$ cat src/rtl/mem_port_arbiter_if.sv
// Instruction port, data port and single-port SRAM bus around mem_port_arbiter.
// slave is the arbiter's view; master is the CPU/SRAM side.
interface mem_port_arbiter_if;
   logic        inst_req;
   logic [31:0] inst_addr;
   logic        inst_ack;
   logic [31:0] inst_rdata;

   logic        data_req;
   logic        data_wr;
   logic [1:0]  data_size;
   logic [31:0] data_addr;
   logic [31:0] data_wdata;
   logic        data_ack;
   logic [31:0] data_rdata;

   logic        ram_en;
   logic        ram_we;
   logic [31:0] ram_addr;
   logic [31:0] ram_wdata;
   logic [31:0] ram_rdata;

   modport slave (
      input  inst_req, inst_addr,
      input  data_req, data_wr, data_size, data_addr, data_wdata,
      input  ram_rdata,
      output inst_ack, inst_rdata, data_ack, data_rdata,
      output ram_en, ram_we, ram_addr, ram_wdata
   );

   modport master (
      output inst_req, inst_addr,
      output data_req, data_wr, data_size, data_addr, data_wdata,
      output ram_rdata,
      input  inst_ack, inst_rdata, data_ack, data_rdata,
      input  ram_en, ram_we, ram_addr, ram_wdata
   );
endinterface

$ cat src/rtl/mem_port_arbiter.sv
// Shares one single-port SRAM between instruction fetch and load/store traffic.
// Sub-word stores use read-modify-write; instruction fetch is starved at most STARVE_MAX grants.
module mem_port_arbiter #(
   parameter int STARVE_MAX = 4
) (
   input  logic              clk,
   input  logic              reset,
   mem_port_arbiter_if.slave bus
);

   localparam int               CNT_W      = $clog2(STARVE_MAX + 1);
   localparam logic [CNT_W-1:0] STARVE_LIM = CNT_W'(STARVE_MAX);

   typedef enum logic [1:0] {IDLE, RD_ACK, WR_ACK, RMW} state_t;

   state_t           state, state_nxt;
   logic [CNT_W-1:0] starve_cnt, starve_nxt;
   logic             ack_inst, ack_inst_nxt;  // RD_ACK answers the fetch port when set
   logic             grant_data, grant_inst, store_word;
   logic [31:0]      data_word_addr, inst_word_addr;

   assign grant_data     = bus.data_req && (!bus.inst_req || (starve_cnt < STARVE_LIM));
   assign grant_inst     = bus.inst_req && !grant_data;
   assign store_word     = bus.data_wr && bus.data_size[1];
   assign data_word_addr = {bus.data_addr[31:2], 2'b00};
   assign inst_word_addr = {bus.inst_addr[31:2], 2'b00};

   function automatic logic [31:0] merge_store(input logic [31:0] old_word,
                                               input logic [31:0] wdata,
                                               input logic [1:0]  size,
                                               input logic [1:0]  lane);
      logic [31:0] word;
      word = old_word;
      if (size == 2'b00) begin
         case (lane)
            2'd0:    word[7:0]   = wdata[7:0];
            2'd1:    word[15:8]  = wdata[7:0];
            2'd2:    word[23:16] = wdata[7:0];
            default: word[31:24] = wdata[7:0];
         endcase
      end else if (lane[1]) begin
         word[31:16] = wdata[15:0];
      end else begin
         word[15:0] = wdata[15:0];
      end
      return word;
   endfunction

   // NOTE: sequential state uses non-blocking assignments so every flop samples pre-edge values.
   always_ff @(posedge clk) begin
      if (reset) begin
         state      <= IDLE;
         starve_cnt <= '0;
         ack_inst   <= 1'b0;
      end else begin
         state      <= state_nxt;
         starve_cnt <= starve_nxt;
         ack_inst   <= ack_inst_nxt;
      end
   end

   always_comb begin
      state_nxt    = state;
      starve_nxt   = starve_cnt;
      ack_inst_nxt = ack_inst;
      case (state)
         IDLE: begin
            if (grant_data) begin
               ack_inst_nxt = 1'b0;
               if (!bus.inst_req)
                  starve_nxt = '0;
               else if (starve_cnt != STARVE_LIM)
                  starve_nxt = starve_cnt + 1'b1;
               if (!bus.data_wr)
                  state_nxt = RD_ACK;
               else if (store_word)
                  state_nxt = WR_ACK;
               else
                  state_nxt = RMW;
            end else if (grant_inst) begin
               ack_inst_nxt = 1'b1;
               starve_nxt   = '0;
               state_nxt    = RD_ACK;
            end
         end
         RMW:     state_nxt = WR_ACK;
         default: state_nxt = IDLE;
      endcase
   end

   // NOTE: every output gets a default first so no path through the case infers a latch.
   always_comb begin
      bus.inst_ack   = 1'b0;
      bus.inst_rdata = '0;
      bus.data_ack   = 1'b0;
      bus.data_rdata = '0;
      bus.ram_en     = 1'b0;
      bus.ram_we     = 1'b0;
      bus.ram_addr   = '0;
      bus.ram_wdata  = '0;
      if (!reset) begin
         case (state)
            IDLE: begin
               if (grant_data) begin
                  bus.ram_en   = 1'b1;
                  bus.ram_addr = data_word_addr;
                  if (store_word) begin
                     bus.ram_we    = 1'b1;
                     bus.ram_wdata = bus.data_wdata;
                  end
               end else if (grant_inst) begin
                  bus.ram_en   = 1'b1;
                  bus.ram_addr = inst_word_addr;
               end
            end
            RD_ACK: begin
               if (ack_inst) begin
                  bus.inst_ack   = 1'b1;
                  bus.inst_rdata = bus.ram_rdata;
               end else begin
                  bus.data_ack   = 1'b1;
                  bus.data_rdata = bus.ram_rdata;
               end
            end
            RMW: begin
               // ram_rdata holds the word read in the grant cycle
               bus.ram_en    = 1'b1;
               bus.ram_we    = 1'b1;
               bus.ram_addr  = data_word_addr;
               bus.ram_wdata = merge_store(bus.ram_rdata, bus.data_wdata,
                                           bus.data_size, bus.data_addr[1:0]);
            end
            default: bus.data_ack = 1'b1;
         endcase
      end
   end

endmodule

$ cat src/flat_wrapper.sv
// flat-port wrapper written by rule: the top's interface ports become plain ports
module mem_port_arbiter_flat 
#(
   parameter int STARVE_MAX = 4
)
  (clk, reset, bus_inst_req, bus_inst_addr, bus_data_req, bus_data_wr, bus_data_size, bus_data_addr, bus_data_wdata, bus_ram_rdata, bus_inst_ack, bus_inst_rdata, bus_data_ack, bus_data_rdata, bus_ram_en, bus_ram_we, bus_ram_addr, bus_ram_wdata);
  mem_port_arbiter_if bus_i ();
  input  logic clk;
  input  logic reset;
  input wire logic [$bits(bus_i.inst_req)-1:0] bus_inst_req;
  input wire logic [$bits(bus_i.inst_addr)-1:0] bus_inst_addr;
  input wire logic [$bits(bus_i.data_req)-1:0] bus_data_req;
  input wire logic [$bits(bus_i.data_wr)-1:0] bus_data_wr;
  input wire logic [$bits(bus_i.data_size)-1:0] bus_data_size;
  input wire logic [$bits(bus_i.data_addr)-1:0] bus_data_addr;
  input wire logic [$bits(bus_i.data_wdata)-1:0] bus_data_wdata;
  input wire logic [$bits(bus_i.ram_rdata)-1:0] bus_ram_rdata;
  output wire logic [$bits(bus_i.inst_ack)-1:0] bus_inst_ack;
  output wire logic [$bits(bus_i.inst_rdata)-1:0] bus_inst_rdata;
  output wire logic [$bits(bus_i.data_ack)-1:0] bus_data_ack;
  output wire logic [$bits(bus_i.data_rdata)-1:0] bus_data_rdata;
  output wire logic [$bits(bus_i.ram_en)-1:0] bus_ram_en;
  output wire logic [$bits(bus_i.ram_we)-1:0] bus_ram_we;
  output wire logic [$bits(bus_i.ram_addr)-1:0] bus_ram_addr;
  output wire logic [$bits(bus_i.ram_wdata)-1:0] bus_ram_wdata;
  assign bus_i.inst_req = bus_inst_req;
  assign bus_i.inst_addr = bus_inst_addr;
  assign bus_i.data_req = bus_data_req;
  assign bus_i.data_wr = bus_data_wr;
  assign bus_i.data_size = bus_data_size;
  assign bus_i.data_addr = bus_data_addr;
  assign bus_i.data_wdata = bus_data_wdata;
  assign bus_i.ram_rdata = bus_ram_rdata;
  assign bus_inst_ack = bus_i.inst_ack;
  assign bus_inst_rdata = bus_i.inst_rdata;
  assign bus_data_ack = bus_i.data_ack;
  assign bus_data_rdata = bus_i.data_rdata;
  assign bus_ram_en = bus_i.ram_en;
  assign bus_ram_we = bus_i.ram_we;
  assign bus_ram_addr = bus_i.ram_addr;
  assign bus_ram_wdata = bus_i.ram_wdata;
  mem_port_arbiter #(.STARVE_MAX(STARVE_MAX)) u_core (.clk(clk), .reset(reset), .bus(bus_i));
endmodule
$ cat config.mk
export PLATFORM = sky130hd
export DESIGN_NAME = mem_port_arbiter_flat
export DESIGN_NICKNAME = d
export VERILOG_FILES = /design/src/rtl/mem_port_arbiter_if.sv /design/src/rtl/mem_port_arbiter.sv /design/src/flat_wrapper.sv
export SDC_FILE = /design/constraint.sdc
export NUM_CORES = 1
export LEC_CHECK = 0
export ABC_AREA = 1
export BUFFER_PORTS_ARGS = -buffer_cell sky130_fd_sc_hd__buf_2
export CAP_MARGIN = 20
export CORE_AREA = 2 2 105 107
export DETAILED_ROUTE_END_ITERATION = 6
export DIE_AREA = 0 0 107 109
export PLACE_DENSITY = 0.71
export SLEW_MARGIN = 15
export SYNTH_ARGS = -nofsm -noshare
export SYNTH_HDL_FRONTEND = slang
export SYNTH_SLANG_ARGS = --single-unit
$ cat constraint.sdc
create_clock -name clk -period 1.5 [get_ports clk]
set_input_delay 0.15 -clock clk [delete_from_list [all_inputs] [get_ports clk]]
set_output_delay 0.15 -clock clk [all_outputs]
set_load 0.05 [all_outputs]
**Word-level counts from Yosys, hierarchy flattened**

Cells that the tools add are included.

- Add/subtract/negate cells: 1
- Magnitude comparators: 1
- Reductions and logical operators: 14
- Equal/unequal tests: 7
- Mux-type cells: 46

Operators by type and width:

| cell | count |
|---|---|
| 2-to-1 mux 32 bit | 13 |
| one-hot mux 32 bit (2 select lines) | 2 |
| 2-to-1 mux 16 bit | 2 |
| 2-to-1 mux 8 bit | 4 |
| 2-to-1 mux 1 bit | 14 |
| 2-to-1 mux 3 bit | 4 |
| logical NOT 2 bit | 3 |
| 2-to-1 mux 2 bit | 3 |
| != test 3 bit, second input constant | 2 |
| one-hot mux 1 bit (2 select lines) | 3 |
| equality test 2 x 1 -> 1 bit, second input constant | 2 |
| equality test 2 bit, second input constant | 2 |
| one-hot mux 2 bit (2 select lines) | 1 |
| adder 3 x 1 -> 3 bit, second input constant | 1 |
| logical AND 1 bit | 3 |
| < comparator 3 bit, second input constant | 1 |
| != test 3 x 1 -> 1 bit, second input constant | 1 |
| AND reduction 3 bit | 1 |
| OR reduction 3 bit | 1 |
| logical NOT 1 bit | 2 |
| AND reduction 2 bit | 1 |
| nonzero test 2 bit | 1 |
| OR reduction 2 bit | 1 |
| logical OR 1 bit | 1 |

- Output and inout port bits: 132
- Word-level logic and storage cells: 72
- Register bits: 6
- Input bits: 135

**Longest topological paths before layout**

Gate-level depths: netlist of the first run.

- Word-level depth: 9
- Depth in mapped cells: 8
- Mapped depth without buffers: 7

**Worst setup path after synthesis of the first run**

Ideal clock, no wire load.

- Path kind: register to output
- Start point: reg u_core.state[0]
- End point: out bus_data_ack
- Data arrival time: 1902 ps
- Path slack: -552 ps
- Path buffers: 0
- Stages on the path, launching flop included: 5
- Data required time: 1350 ps
- Cells stage by stage: dfxtp_1 -> inv_1 -> ha_1 -> inv_1 -> o31ai_1

- Longest elaborated chain between the ends: 4
- Elaborated cells between the ends (all ways): 6
- Classes of those cells: eq/ne (2); mux (2); reduce/logical (2)

RTL lines:

| element | line | source |
|---|---|---|
| from (decl) | mem_port_arbiter.sv:16 | `state_t state, state_nxt;` |
| from (signal assigned) | mem_port_arbiter.sv:56 | `state <= state_nxt;` |
| equality test 2 bit / logical NOT 2 bit (equally long branches) | mem_port_arbiter.sv:102 | `case (state)` |
| OR reduction 2 bit (no line) | - |  |
| one-hot mux 1 bit (2 select lines) (*) | mem_port_arbiter.sv:102 |  |
| 2-to-1 mux 1 bit (*) | mem_port_arbiter.sv:101 | `if (!reset) begin` |
| to (decl) | flat_wrapper.sv:20 | `output wire logic [$bits(bus_i.data_ack)-1:0] bus_data_ack;` |

Mark *: on every way between the ends. The rest lies on a longest branch, timed or not.

**Worst setup path after layout of the first run**

- Start point: reg u_core.state[1]
- End point: out bus_ram_addr[8]

- Longest elaborated chain between the ends: 3
- Elaborated cells between the ends (all ways): 4
- Classes of those cells: eq/ne (1); mux (2); reduce/logical (1)

RTL lines:

| element | line | source |
|---|---|---|
| equality test 2 bit / logical NOT 2 bit (equally long branches) | mem_port_arbiter.sv:102 |  |
| one-hot mux 32 bit (2 select lines) (*) | mem_port_arbiter.sv:102 |  |
| 2-to-1 mux 32 bit (*) | mem_port_arbiter.sv:101 |  |
| to (decl) | flat_wrapper.sv:24 | `output wire logic [$bits(bus_i.ram_addr)-1:0] bus_ram_addr;` |

Marks and branches as above.

==> results of run 1 <==
==> worst reg2reg max path, cell delays in order (launching register included) <==
cell and delay (ns):
sky130_fd_sc_hd__dfxtp_4 0.35, sky130_fd_sc_hd__inv_4 0.07, sky130_fd_sc_hd__ha_4 0.21, sky130_fd_sc_hd__nand2_1 0.12, sky130_fd_sc_hd__buf_4 0.14, sky130_fd_sc_hd__nor3_1 0.21, sky130_fd_sc_hd__nand2_1 0.10, sky130_fd_sc_hd__a21oi_1 0.16
==> power by group <==
| part | total [W] | leakage, nW | internal (W) | switching [W] |
|---|---|---|---|---|
| combinational | 0.00307 | 3.17 | 0.00119 | 0.00189 |
| clock | 0.000253 | 0.0216 | 0.000173 | 0.0000795 |
| sequential | 0.000197 | 0.0505 | 0.000176 | 0.0000214 |
==> routing by layer <==
layer | up-vias | part of all wire, % | global-route usage, %
li1 | 2546 | - | -
met1 | 2522 | 40 | 33.7
met2 | 279 | 51 | 46.8
met3 | 32 | 7.5 | 3.11
met4 | 0 | 1.4 | 4.45
met5 | - | 0 | 0
==> what timing repair did <==
action,in CTS,in global routing
endpoints found under the hold margin,0,0
pin swaps,2,30
gates resized for setup,277,121
buffers inserted,5,3
cloned,4,9
hold buffers,0,0
endpoints found under the setup margin,130,130
==> layout make-up <==
class / instances / area [µm²] / share of cell area [%]
timing repair buffer: 331 / 3160 / 44.0
sequential: 6 / 128 / 1.78
tap: 140 / 175 / 2.44
inverter: 65 / 259 / 3.61
multi-input combinational: 485 / 3410 / 47.6
clock buffer: 3 / 41.3 / 0.575
==> kinds of logic after synthesis <==
logic type      synth area share [%]
simple gates                    62.0
other cells                    0.133
fa+ha+maj                       2.22
compound gates                  14.0
buf+inv                         17.5
flops                           4.25
==> state kept, by name, summed over array words and instances, names as in the netlist <==
register / count
u_core.starve_cnt: 3
u_core.state: 2
u_core.ack_inst: 1
==> how the worst max path moves through the flow <==
stage / start / end / slack, ns / depth (start not counted)
floorplan: u_core.state[0] / bus_ram_wdata[12] / -0.47 / 6
global placement: u_core.state[0] / bus_ram_addr[25] / -0.16 / 7
detailed placement: u_core.state[0] / bus_ram_addr[25] / -0.16 / 7
CTS: u_core.state[0] / bus_ram_en / -0.27 / 8
global route: u_core.state[0] / bus_ram_addr[8] / -0.37 / 8
finish: u_core.state[1] / bus_ram_addr[8] / -0.34 / 8
==> stage by stage <==
step                instances  hold slack [ns]  setup WS, ns  utilization (%)  cell area, µm²
floorplan                 607            0.212        -0.467                -            3660
global placement         1007            0.435        -0.155             51.2            5430
detailed placement       1007            0.426        -0.159             51.2            5430
CTS                      1019            0.208        -0.269             61.2            6490
global route             1030            0.246        -0.372             67.7            7180
finish                   1030            0.231        -0.335             67.7            7180
==> Yosys cell counts, drive strengths merged <==
cell    number
nand4       33
clkinv       2
conb         1
ha           5
o31ai        1
buf         33
dfxtp        6
inv         63
nand2      185
o21ai        6
a21oi       69
nand3      113
nor2        69
clkbuf      18
nand3b       1
nor3         1
==> qor.txt, run 1 <==
STA
------------------------------------------------------------------------------------------------------
Finish-stage setup viols                                                                           130
Number of max-slew violations in the final report                                                    0
Summed negative setup slack over all endpoints                                               -29.67 ns
Final hold violation count                                                                           0
Final worst-path setup slack                                                                 -0.335 ns
Final min period                                                                               1.84 ns
Setup repair after global routing missed its margin                                               true
Clock Skews                                                                                 0.00163 ns
Period utilization                                                                                122%
Maximum clock frequency                                                                      0.545 GHz

PWR
------------------------------------------------------------------------------------------------------
Leakage power                                                                                  3.24 nW
PnR Total Power                                                                              0.00352 W
Pwr per Cell Area                                                                           491 nW/µm²
Maximum ir drop on the vdd rail                                                             0.000353 V

SETUP PATH
------------------------------------------------------------------------------------------------------
Critical register-to-register path startpoint                                             u_core.state[1]
Depth of the worst register-to-register path                                                         7
Largest stage delay on the critical path                                                       0.35 ns
Critical path arrival                                                                          1.69 ns
Critical Path Start Type                                                                          flop
Largest fanout on the critical path                                                                  7
Kind of critical path                                                                          reg2out
List of cells traversed by the critical path                                              inv_4 > ha_4 > nand2_4 > nand2_8 > clkbuf_16 > nand2_2 > a21oi_4 > buf_6
Bufs and invs on worst path                                                                          3
Critical Path Sink Type                                                                     output pin
R2R setup slack                                                                                0.07 ns
Critical path's top delay family                                                          buffers and inverters
WP data required                                                                               1.35 ns
Reg2reg end                                                                               u_core.starve_cnt[1]
Slowest-stage cell, CP                                                                    sky130_fd_sc_hd__dfxtp_4

DETAILED ROUTING
------------------------------------------------------------------------------------------------------
Total number of vias                                                                              5379
WL final                                                                                      18300 µm
Drt initial violations                                                                             424
First-pass DRT Iterations                                                                            5
Antenna Nets Post-Route                                                                              0
Detail-routed net length per standard cell                                                     17.8 µm
Post-route DRC                                                                                       0
Post-detailed-route via-to-cell ratio                                                             5.22

YOSYS
------------------------------------------------------------------------------------------------------
Leading post-synthesis cells by cell area                                                 sky130_fd_sc_hd__nand2_1, sky130_fd_sc_hd__nand3_1, sky130_fd_sc_hd__a21oi_1, sky130_fd_sc_hd__nor2_1, sky130_fd_sc_hd__inv_1
Share of the synthesized area in the top cell type                                               24.2%
Number of different library cells in the post-synthesis netlist                                     22
Sequential share of the synthesized area                                                         4.25%
Largest area contributor in the netlist                                                   sky130_fd_sc_hd__nand2_1
Number of instances in the synthesized netlist                                                     606
Number of synthesized register bits                                                                  6
Yosys warning count                                                                                  0
Avg Synthesized Cell Area                                                                     4.66 µm²
Synth Cell Area                                                                               2820 µm²

FLOORPLAN
------------------------------------------------------------------------------------------------------
Full die area                                                                                11700 µm²
Total core area                                                                              10600 µm²
Initial Util                                                                                     26.6%
Width of the chip                                                                               107 µm
Height of the die                                                                               109 µm
IO Count                                                                                           267
Cell Rows                                                                                           38

CLOCK TREE
------------------------------------------------------------------------------------------------------
Clock transition at the register clock pins on the worst setup and hold paths after CTS        0.04 ns
Number of sinks handled by clock tree synthesis                                                      6
Clk Latency, worst-skew pair                                                                   0.23 ns
Number of levels in the clock H-tree                                                                 1
Bufs on Longest Clock Path                                                                           2
Number of clock buffers inserted by TritonCTS                                                        3
Clock tree from TritonCTS                                                                         done
Library cell used as clock root buffer                                                    sky130_fd_sc_hd__clkbuf_8

GRT
------------------------------------------------------------------------------------------------------
All-Layer GR Usage                                                                               26.0%
Vias in the first global route                                                                    4929
Global-route wire length before repair                                                        24500 µm
Largest net degree at the start of global routing                                                   35
Antenna violations before repair                                                                     0
Grt total ovfl                                                                                       0

MIN PATH
------------------------------------------------------------------------------------------------------
Worst Hold Path EP                                                                        u_core.state[0]
Path class of the lowest-slack min-delay path                                                   in2reg
Hold path startpoint                                                                             reset
Hold-critical path depth                                                                             2

LAYOUT
------------------------------------------------------------------------------------------------------
Leading cell type in the layout, fill and taps excluded                                   sky130_fd_sc_hd__nand2_1
Filler instances                                                                                   842
Fraction of layout cells with a size suffix above 1                                              57.6%
Commonest cells after routing, fill and taps aside                                        sky130_fd_sc_hd__nand2_1, sky130_fd_sc_hd__buf_2, sky130_fd_sc_hd__buf_6
Area growth syn-to-layout                                                                         154%
Post-layout nets                                                                                  1032
Count of inserted antenna diode cells                                                                0

STATUS
------------------------------------------------------------------------------------------------------
Status                                                                                    finished with violations
Failing checks                                                                            setup timing

PLACED DESIGN
------------------------------------------------------------------------------------------------------
Final estimated routing congestion in global placement                                           0.883
Hpwl dp                                                                                       11500 µm
Count of input and output buffers                                                                  262

FLOW RUN
------------------------------------------------------------------------------------------------------
Max-capacitance violation count                                                                      0

(Power assumes the default switching activity.)
==> run 2: changes to the inputs <==
--- a/config.mk
+++ b/config.mk
@@ -5,13 +5,13 @@
 export SDC_FILE = /design/constraint.sdc
 export NUM_CORES = 1
 export LEC_CHECK = 0
-export ABC_AREA = 1
+export ABC_AREA = 0
 export BUFFER_PORTS_ARGS = -buffer_cell sky130_fd_sc_hd__buf_2
 export CAP_MARGIN = 20
-export CORE_AREA = 2 2 105 107
+export CORE_AREA = 2 2 103 105
 export DETAILED_ROUTE_END_ITERATION = 6
-export DIE_AREA = 0 0 107 109
-export PLACE_DENSITY = 0.71
+export DIE_AREA = 0 0 105 107
+export PLACE_DENSITY = 0.7
 export SLEW_MARGIN = 15
 export SYNTH_ARGS = -nofsm -noshare
 export SYNTH_HDL_FRONTEND = slang
==> run 2 against run 1 <==
Effect of this change:
- die area decreased by 3.7%
- fmax decreased by 6.4%
- routed wire length increased by 2.4%
- worst hold slack improved by 0.0075 ns
- cell area increased by 4.4%
- clock power increased by 2%
- sequential cell count unchanged
- first-iteration DRC count decreased by 42%
- largest power group unchanged
- the flow still finishes with violations (setup timing)
- sequential power decreased by 9%
- non-clock buffer count increased by 25
==> qor.txt, run 2 <==
STATUS
-----------------------------------------------------------------------------------------------------------------
Status                                                                                               finished with violations
Failing checks                                                                                       setup timing

LAYOUT
-----------------------------------------------------------------------------------------------------------------
Count of inserted antenna diode cells                                                                           0
Largest registers                                                                                    u_core.starve_cnt: 3 flops, u_core.state: 2 flops, u_core.ack_inst: 1 flops
Area growth syn-to-layout                                                                                    192%
Register area                                                                                             123 µm²
Fraction of layout cells with a size suffix above 1                                                         75.6%
Top register by number of flip-flops                                                                 u_core.starve_cnt
Filler instances                                                                                              617
Leading cell type in the layout, fill and taps excluded                                              sky130_fd_sc_hd__buf_2
Commonest cells after routing, fill and taps aside                                                   sky130_fd_sc_hd__buf_2, sky130_fd_sc_hd__buf_8, sky130_fd_sc_hd__nand2_1
Area taken by multi-input logic gates                                                                    3540 µm²
Post-layout nets                                                                                              873
Non-filler instance count after layout                                                                        867
Max reg flops                                                                                                   3

STA
-----------------------------------------------------------------------------------------------------------------
Finish-stage setup viols                                                                                      130
Worst hold slack after final layout                                                                      0.239 ns
Maximum clock frequency                                                                                 0.510 GHz
Setup repair after global routing missed its margin                                                          true
Final min period                                                                                          1.96 ns
Number of max-slew violations in the final report                                                               0
Clock Skews                                                                                            0.00258 ns
Final worst-path setup slack                                                                            -0.461 ns
Final hold violation count                                                                                      0
Period utilization                                                                                           131%

SETUP PATH
-----------------------------------------------------------------------------------------------------------------
Critical Path Start Type                                                                                     flop
Reg2reg end                                                                                          u_core.starve_cnt[2]
Critical path arrival                                                                                     1.81 ns
Beginning of the critical path                                                                       u_core.state[0]
Largest stage delay on the critical path                                                                  0.32 ns
Bufs and invs on worst path                                                                                     5
Kind of critical path                                                                                     reg2out
Crit path to                                                                                         bus_ram_addr[9]
Critical register-to-register path startpoint                                                        u_core.state[0]
Critical path's top delay family                                                                     buffers and inverters
List of cells traversed by the critical path                                                         inv_2 > ha_4 > buf_6 > nand2_4 > a21oi_4 > buf_6 > buf_6 > a22oi_2 > nor2_4 > buf_12
R2R setup slack                                                                                              0 ns
Slowest-stage cell, CP                                                                               sky130_fd_sc_hd__dfxtp_2
Largest fanout on the critical path                                                                             7
Critical path's most frequent cell                                                                   sky130_fd_sc_hd__buf_6
Depth of the worst register-to-register path                                                                    8
Critical Path Sink Type                                                                                output pin
Number of stages on the worst setup path                                                                       10
WP data required                                                                                          1.35 ns

YOSYS
-----------------------------------------------------------------------------------------------------------------
Synth Flop Type                                                                                      sky130_fd_sc_hd__dfxtp_1
Largest family of logic cells by synthesized area                                                    simple AND/OR/NAND/NOR gates
Largest area contributor in the netlist                                                              sky130_fd_sc_hd__and2_1
Leading post-synthesis cells by cell area                                                            sky130_fd_sc_hd__and2_1, sky130_fd_sc_hd__nand2_1, sky130_fd_sc_hd__a22oi_1, sky130_fd_sc_hd__mux2i_1, sky130_fd_sc_hd__o2bb2ai_1
Synth Cell Area                                                                                          2560 µm²
Share of the synthesized area in the top cell type                                                          15.9%
Xor-xnor portion of the synthesized cell area                                                                  0%
Arithmetic-cell share of the synthesized area counting full adders, half adders and majority gates          2.44%
Top cells by count, synth                                                                            sky130_fd_sc_hd__nand2_1, sky130_fd_sc_hd__and2_1, sky130_fd_sc_hd__nor2_1, sky130_fd_sc_hd__a22oi_1
Asr flop ratio synth                                                                                           0%
Fraction of synthesized area in multiplexers                                                                7.03%
Sequential share of the synthesized area                                                                    4.69%
Most common cell in the netlist                                                                      sky130_fd_sc_hd__nand2_1
EDFF count, synth                                                                                               0
Number of different library cells in the post-synthesis netlist                                                42
Yosys warning count                                                                                             0
Share of synthesized cell area in and, or, nand and nor gates                                               44.3%
Number of synthesized register bits                                                                             6
Avg Synthesized Cell Area                                                                                6.21 µm²
Area fraction in compound gates after synthesis                                                             31.0%
Number of instances in the synthesized netlist                                                                413

PWR
-----------------------------------------------------------------------------------------------------------------
Sw frac                                                                                                     52.4%
Maximum ir drop on the vdd rail                                                                        0.000245 V
Combinational Power Share                                                                                   85.8%
PnR Total Power                                                                                         0.00307 W
Leakage power                                                                                             3.18 nW
Pwr per Cell Area                                                                                      409 nW/µm²
Clock group share of total power                                                                             8.4%
Switching power summed over all nets                                                                    0.00161 W
Sequential cell fraction of total power                                                                      5.8%
Int Power                                                                                               0.00146 W

GRT
-----------------------------------------------------------------------------------------------------------------
Antenna violations before repair                                                                                0
Vias in the first global route                                                                               4985
Largest net degree at the start of global routing                                                              28
All-Layer GR Usage                                                                                          30.4%
Global-route wire length before repair                                                                   27000 µm
Grt total ovfl                                                                                                  0

PLACED DESIGN
-----------------------------------------------------------------------------------------------------------------
Hpwl dp                                                                                                  11000 µm
Count of input and output buffers                                                                             262
Placed cells                                                                                                  830
Setup WS pre-CTS                                                                                        -0.532 ns
Final estimated routing congestion in global placement                                                      0.839

MIN PATH
-----------------------------------------------------------------------------------------------------------------
Path class of the lowest-slack min-delay path                                                              in2reg
Hold path startpoint                                                                                        reset

FLOORPLAN
-----------------------------------------------------------------------------------------------------------------
Initial Util                                                                                                25.4%
Height of the die                                                                                          107 µm
Cell Rows                                                                                                      37
Total core area                                                                                         10100 µm²
Width of the chip                                                                                          105 µm
IO Count                                                                                                      267
Full die area                                                                                           11200 µm²

CLOCK TREE
-----------------------------------------------------------------------------------------------------------------
Library cell used as clock root buffer                                                               sky130_fd_sc_hd__clkbuf_8
Number of levels in the clock H-tree                                                                            1
Number of sinks handled by clock tree synthesis                                                                 6
Clock tree from TritonCTS                                                                                    done
Clock transition at the register clock pins on the worst setup and hold paths after CTS                   0.04 ns
Bufs on Longest Clock Path                                                                                      2
Clk Latency, worst-skew pair                                                                              0.23 ns
Cts hold-fix bufs                                                                                               0
Number of clock buffers inserted by TritonCTS                                                                   3

DETAILED ROUTING
-----------------------------------------------------------------------------------------------------------------
Post-detailed-route via-to-cell ratio                                                                        5.43
Detail-routed net length per standard cell                                                                21.6 µm
Antenna Nets Post-Route                                                                                         0
First-pass DRT Iterations                                                                                       5
WL final                                                                                                 18700 µm
Post-route DRC                                                                                                  0
Total number of vias                                                                                         4711
Drt initial violations                                                                                        247

FLOW RUN
-----------------------------------------------------------------------------------------------------------------
Max-capacitance violation count                                                                                 0

-- run 2: cell count changes after synthesis, sizes merged, moves of 18 or more --
cell / before / now
nand4: 33 / 1
a21oi: 69 / 20
nor2: 69 / 38
a22oi: 0 / 32
nand3: 113 / 16
nand2: 185 / 79
and2: 0 / 65
inv: 63 / 7
mux2i: 0 / 18
-- run 2: worst min path at each step --
stage | end | cells after the start
2_1_floorplan | u_core.ack_inst | 2
3_3_place_gp | u_core.state[1] | 2
3_5_place_dp | u_core.state[1] | 2
4_1_cts | u_core.state[1] | 2
5_1_grt | u_core.state[1] | 2
6_report | u_core.state[1] | 2
-- run 2: repair_timing --
action,CTS,global route
setup endpoints to repair,130,133
gates resized for setup,431,45
cloned,11,2
buffers inserted,24,6
pin swaps,64,34
-- run 2: logic make-up (layout without fill, tap and decap cells) --
family / after synthesis / after routing
buffers and inverters: 50 / 366
multiplexers: 18 / 18
AND/OR/NAND/NOR: 225 / 225
flip-flops: 6 / 6
other: 1 / 2
adder cells (fa/ha/maj): 5 / 5
AO/OA/AOI/OAI: 108 / 109
-- run 2: worst reg2reg max path, stage by stage, from the launching register on --
cell and delay (ns):
sky130_fd_sc_hd__dfxtp_2 0.32, sky130_fd_sc_hd__inv_2 0.09, sky130_fd_sc_hd__ha_4 0.15, sky130_fd_sc_hd__buf_6 0.12, sky130_fd_sc_hd__buf_4 0.11, sky130_fd_sc_hd__o21ai_0 0.17
sky130_fd_sc_hd__buf_4 0.20, sky130_fd_sc_hd__a22oi_1 0.17, sky130_fd_sc_hd__nor2_1 0.06
-- run 2: cell type report --
type                            count  share of cell area, %
Tap cell                          136                   2.27
Timing Repair Buffer              356                   47.9
Inverter                            7                  0.417
Multi-Input combinational cell    359                   47.2
Sequential cell                     6                   1.64
Clock buffer                        3                  0.551
-- run 2: power by group through the flow --
stage | clock [W] | sequential, W | combinational (W)
finish | 0.000259 | 0.000179 | 0.00263
global route | 0.000266 | 0.000179 | 0.00273
CTS | 0.000262 | 0.000178 | 0.00252
detailed placement | 0 | 0.000180 | 0.00197
global placement | 0 | 0.000179 | 0.00194
floorplan | 0 | 0.000179 | 0.00137
-- run 2: metrics by stage --
| step | cell area, µm² | setup TNS [ns] | util, % |
|---|---|---|---|
| final | 7500 | -50.12 | 74.3 |
| after global routing | 7500 | -56.98 | 74.3 |
| after CTS | 7360 | -47.38 | 72.9 |
| after detailed placement | 5490 | -36.90 | 54.4 |
| after global placement | 5490 | -33.90 | 54.4 |
| after floorplan | 3630 | -8.16 | - |
-- run 2: metal layers --
layer | share of wire [%] | vias up | wire length (µm) | track usage, %
met4 | 5.2 | 0 | 969 | 13.9
met5 | 0 | - | 0 | 0
met2 | 53 | 320 | 9940 | 59.7
met3 | 8.6 | 78 | 1610 | 5.96
met1 | 33 | 2216 | 6200 | 30.7
li1 | - | 2097 | - | -
